[src/rtl/tv80_pkg.sv]
// Shared definitions for the tv80 ALU and the 16-bit arithmetic sequencer.
// Latency: n/a (package only).
// Backpressure: n/a.
package tv80_pkg;

  // ALU_Op encodings understood by the 8-bit ALU
  localparam logic [3:0] ALU_ADD = 4'b0000;
  localparam logic [3:0] ALU_ADC = 4'b0001;
  localparam logic [3:0] ALU_SUB = 4'b0010;
  localparam logic [3:0] ALU_SBC = 4'b0011;
  localparam logic [3:0] ALU_NOP = 4'b1111;

  // Bit positions inside the F register
  localparam int FLAG_C = 0;
  localparam int FLAG_N = 1;
  localparam int FLAG_P = 2;
  localparam int FLAG_X = 3;
  localparam int FLAG_H = 4;
  localparam int FLAG_Y = 5;
  localparam int FLAG_Z = 6;
  localparam int FLAG_S = 7;

  // Encoding 2'd3 is reserved and never enters the sequencer
  typedef enum logic [1:0] {
    OP_ADD16 = 2'd0,
    OP_ADC16 = 2'd1,
    OP_SBC16 = 2'd2
  } op16_t;

  typedef enum logic [1:0] {
    S_IDLE = 2'd0,
    S_LO   = 2'd1,
    S_HI   = 2'd2,
    S_FIN  = 2'd3
  } state_t;

  // Low byte of ADD16 starts without carry; ADC/SBC consume the incoming C
  function automatic logic [3:0] lo_alu_op(input op16_t o);
    case (o)
      OP_ADD16: lo_alu_op = ALU_ADD;
      OP_ADC16: lo_alu_op = ALU_ADC;
      default:  lo_alu_op = ALU_SBC;
    endcase
  endfunction

  // High byte always chains the carry out of the low byte
  function automatic logic [3:0] hi_alu_op(input op16_t o);
    hi_alu_op = (o == OP_SBC16) ? ALU_SBC : ALU_ADC;
  endfunction

endpackage

[src/rtl/tv80_alu16_seq.sv]
// 16-bit ADD/ADC/SBC HL,ss sequenced as low byte then high byte on the 8-bit tv80 ALU.
// Latency: done 3 cycles after start is accepted in IDLE; new op accepted every 4 cycles.
// Backpressure: start is ignored unless IDLE (busy=0); reserved op=3 is dropped.
// Ports: clk/reset; start/op/opa/opb/f_in request; busy/done/result/f_out status;
//        alu_op/alu_arith16/alu_z16/alu_busa/alu_busb/alu_f_in drive the ALU, alu_q/alu_f_out return.
module tv80_alu16_seq
  import tv80_pkg::*;
#(
  parameter int Flag_C = 0,
  parameter int Flag_H = 4,
  parameter int Flag_Z = 6
) (
  input  logic        clk,
  input  logic        reset,
  input  logic        start,
  input  logic [1:0]  op,
  input  logic [15:0] opa,
  input  logic [15:0] opb,
  input  logic [7:0]  f_in,
  output logic        busy,
  output logic        done,
  output logic [15:0] result,
  output logic [7:0]  f_out,
  output logic [3:0]  alu_op,
  output logic        alu_arith16,
  output logic        alu_z16,
  output logic [7:0]  alu_busa,
  output logic [7:0]  alu_busb,
  output logic [7:0]  alu_f_in,
  input  logic [7:0]  alu_q,
  input  logic [7:0]  alu_f_out
);

  state_t     state;
  op16_t      op_r;
  logic [7:0] opa_hi;
  logic [7:0] opb_hi;
  logic [7:0] lo_q;
  logic [7:0] lo_f;

  // ALU drive registers are loaded with the values for the state being entered,
  // so the ALU sees them for the whole of that state.
  always_ff @(posedge clk) begin
    if (reset) begin
      state       <= S_IDLE;
      busy        <= 1'b0;
      done        <= 1'b0;
      result      <= 16'h0000;
      f_out       <= 8'h00;
      op_r        <= OP_ADD16;
      opa_hi      <= 8'h00;
      opb_hi      <= 8'h00;
      lo_q        <= 8'h00;
      lo_f        <= 8'h00;
      alu_op      <= ALU_NOP;
      alu_arith16 <= 1'b0;
      alu_z16     <= 1'b0;
      alu_busa    <= 8'h00;
      alu_busb    <= 8'h00;
      alu_f_in    <= 8'h00;
    end else begin
      done <= 1'b0;
      case (state)
        S_IDLE: begin
          if (start && (op != 2'd3)) begin
            state       <= S_LO;
            busy        <= 1'b1;
            op_r        <= op16_t'(op);
            opa_hi      <= opa[15:8];
            opb_hi      <= opb[15:8];
            alu_op      <= lo_alu_op(op16_t'(op));
            alu_arith16 <= (op == OP_ADD16);
            alu_z16     <= 1'b0;
            alu_busa    <= opa[7:0];
            alu_busb    <= opb[7:0];
            alu_f_in    <= f_in;
          end
        end
        S_LO: begin
          state       <= S_HI;
          lo_q        <= alu_q;
          lo_f        <= alu_f_out;
          alu_op      <= hi_alu_op(op_r);
          alu_arith16 <= (op_r == OP_ADD16);
          // Z16 lets a zero high byte keep the low byte's Z verdict
          alu_z16     <= (op_r != OP_ADD16);
          alu_busa    <= opa_hi;
          alu_busb    <= opb_hi;
          alu_f_in    <= alu_f_out;
        end
        S_HI: begin
          state       <= S_FIN;
          result      <= {alu_q, lo_q};
          f_out       <= alu_f_out;
          done        <= 1'b1;
          alu_op      <= ALU_NOP;
          alu_arith16 <= 1'b0;
          alu_z16     <= 1'b0;
          alu_busa    <= 8'h00;
          alu_busb    <= 8'h00;
          alu_f_in    <= alu_f_out;
        end
        S_FIN: begin
          state <= S_IDLE;
          busy  <= 1'b0;
        end
        default: state <= S_IDLE;
      endcase
    end
  end

  // The high-byte step must see the low-byte carry, half-carry and Z unchanged
  hi_chain_a : assert property (@(posedge clk) disable iff (reset)
    (state == S_HI) |-> (alu_f_in[Flag_C] == lo_f[Flag_C] &&
                         alu_f_in[Flag_H] == lo_f[Flag_H] &&
                         alu_f_in[Flag_Z] == lo_f[Flag_Z]));

endmodule
[config.mk]
export PLATFORM = sky130hd
export DESIGN_NAME = tv80_alu16_seq
export DESIGN_NICKNAME = d
export VERILOG_FILES = /design/src/rtl/tv80_pkg.sv /design/src/rtl/tv80_alu16_seq.sv
export SDC_FILE = /design/constraint.sdc
export NUM_CORES = 1
export LEC_CHECK = 0
export CAP_MARGIN = 30
export CORE_ASPECT_RATIO = 0.7
export CORE_MARGIN = 10
export CORE_UTILIZATION = 48
export CTS_CLUSTER_DIAMETER = 40
export DETAILED_ROUTE_END_ITERATION = 12
export PLACE_DENSITY = 0.9
export SYNTH_ARGS = -nofsm -noshare
export SYNTH_HDL_FRONTEND = slang
export SYNTH_SLANG_ARGS = --single-unit
[constraint.sdc]
create_clock -name clk -period 2.6 [get_ports clk]
set_input_delay 0.39 -clock clk [delete_from_list [all_inputs] [get_ports clk]]
set_output_delay 0.39 -clock clk [all_outputs]
set_load 0.03 [all_outputs]
==> impl_metrics.tcl <==
set metrics [dict create \
    outcome "finished clean" \
    async_reset_ff_share_pct 0 \
    num_vias 2872 \
    antenna_found_initial 0 \
    yosysWarnings 0 \
    hold_start "opb_hi[7]" \
    dp_hpwl_um 6850 \
    grt_start_max_net_pins 51 \
    grt_pass1_vias 2919 \
    final-hold-violation-count 0 \
    post_cts_buffers 0 \
    crit_buf_inv 3 \
    reg2reg_from "state[0]" \
    startpoint "state[0]" \
    ctsHoldBuffers 0 \
    pin_count 117 \
    setup_tns_ps 0 \
    crit_path_cell_trace "inv_1 > ha_1 > inv_2 > mux2i_4 > buf_4 > nor2_1 > nor3_1" \
    std_cell_rows 24 \
    synth_top_area_share_pct 51.2 \
    synth_cell_types 31 \
    yosysSeqAreaShare_pct 51.2 \
    syn_area_per_cell_um2 9.35 \
    fin_crit_ps 2310 \
    cts_sinks 83 \
    grt_pass1_wl_um 15300 \
    yosys-top-cells-area "dfxtp_1, mux2i_1, nor2_1" \
    cp-start-kind "register" \
    final_cell_mix "clkdlybuf4s50_1, dfxtp_1, nor2_1, nand2_1, mux2i_1" \
    start_util_pct 50.7 \
    place.gp.congestion 0.825 \
    synth_cells 347 \
    criticalPathCategory "reg2reg" \
    fp.dieW_um 118 \
    ys.flop_type "dfxtp_1" \
    dieArea_um2 10500 \
    synth_edf_count 0 \
    drt_iter0_drc 191 \
    p_per_area_nw_per_um2 1210 \
    final_core_util_pct 72.6 \
    skew_ps 7.19 \
    end_kind "register" \
    post-route-drc-count 0 \
    cts_root_buffer "clkbuf_8" \
    holdPathStages 2 \
    holdCritPathClass "reg2reg" \
    clockBufferDepth 2 \
    syn_to_final_growth_pct 43.1 \
    critPathMaxStageDelay_ps 530 \
    finalNetCount 520 \
    cp.required_ps 2850 \
    via_per_inst 5.25 \
    drv_slew 0 \
    final_common_cell "clkdlybuf4s50_1" \
    ctsResizeCount 0 \
    cp.depth 7 \
    rsz0062_at_grt "false" \
    synth_seq_cells 83 \
    ant_nets 0 \
    layout_worst_path_cycle_share_pct 88.9 \
    path_max_fanout 27 \
    wl_per_cell_um 17.1 \
    io_buffer_count 116 \
    clkLatencyLatePin_ps 340 \
    h-tree-depth 3 \
    cts_tree "built" \
    setup_viol 0 \
    syn-cell-area_um2 3240 \
    syn_nets 414 \
    peakVddDrop_mv 0.531 \
    drt_first_pass_iters 4 \
    nFillCells 484 \
    track_usage_pct 18.0 \
    finalPower_mw 5.62 \
    die_y_um 88.8 \
    r2r_cells 7 \
    coreArea_um2 6400 \
    tightest_slew_ps 718 \
    p_leak_nw 1.70 \
    worstPathArrival_ps 2560 \
    cpMaxStageDelayCell "ha_1" \
    cts_buffers 9 \
    overflow 0 \
    drive_gt1_share_pct 6.36 \
    cap_viol_max_count 0 \
    num_antenna_cells 0 \
    cts.clk_slew.worst_paths_ps 80 \
    routed_wl_um 9350 \
    cp_top_family "buffers and inverters" \
    max_freq_mhz 433 \
    yosys.area.top_type "dfxtp_1" \
    slew_headroom_pct 52.1 \
]
sequential cells by signal, indices dropped and copies added (netlist names):
| signal | count |
|---|---|
| opb_hi | 8 |
| alu_busa | 8 |
| alu_op | 3 |
| alu_z16 | 1 |
| op_r | 2 |
| alu_f_in | 8 |
| opa_hi | 8 |
| f_out | 8 |
| lo_q | 8 |
| result | 16 |
| alu_busb | 8 |
| busy | 1 |
| alu_arith16 | 1 |
| done | 1 |
| state | 2 |
tightest hold or removal path, delay by kind of cell (launching register included):
kind | cells | cell delay (ps)
compound gates | 1 | 50
flops | 1 | 310
simple gates | 1 | 50
per-stage QoR:
step           setup slack (ps)  hold slack, ps  std cells  instance area, µm²
2_1_floorplan               795             436        347                3240
3_3_place_gp                479             443        533                4440
3_5_place_dp                365             449        533                4440
4_1_cts                     330             460        547                4640
5_1_grt                     125             479        547                4640
6_report                    289             460        547                4640
area by class of cell:
type	instances	area, µm²	share of cell area, %
Clock buffer	9	124	2.67
Multi-Input combinational cell	234	1440	31.0
Inverter	3	11.3	0.243
Sequential cell	83	1660	35.8
Timing Repair Buffer	122	1210	26.1
Clock inverter	5	80.1	1.72
Tap cell	91	114	2.45
Yosys cell counts (all sizes together) (2+ instances only):
library cell	number
dfxtp	83
nor2	60
nand2	46
mux2i	41
a21oi	22
buf	15
a221oi	14
nor3	14
clkbuf	12
a211oi	10
ha	6
nand3	5
inv	3
o21ai	3
a311oi	2
nand3b	2
power by group:
part           switching (mW)  leakage (nW)  total [mW]  internal, mW
Clock                   0.429        0.0972       0.958         0.528
Combinational            1.68         0.923        2.83          1.15
Sequential              0.200         0.680        1.83          1.63
cells by family after synthesis:
kind of cell               count (synthesis)  synth area share [%]
and+or+nand+nor                          131                  16.4
DFF                                       83                  51.2
AOI/OAI and AO/OA                         55                  12.1
muxes                                     42                  13.5
buffers and inverters                     30                  4.43
adders and majority gates                  6                  2.31
final timing paths:
path	endpoint	slack, ps
setup reg to reg	alu_busb[0]	290
setup / recovery	alu_busb[0]	290
hold / removal	opb_hi[7]	460
hold reg to reg	opb_hi[7]	460
metal layers:
layer	routed length, µm	track usage [%]	up-vias
met1	4020	21.5	1351
met4	169	5.26	0
met5	0	0	-
li1	-	-	1400
met2	4490	30.5	107
met3	678	6.04	14
No activity file was read; power rests on OpenSTA's default activity.
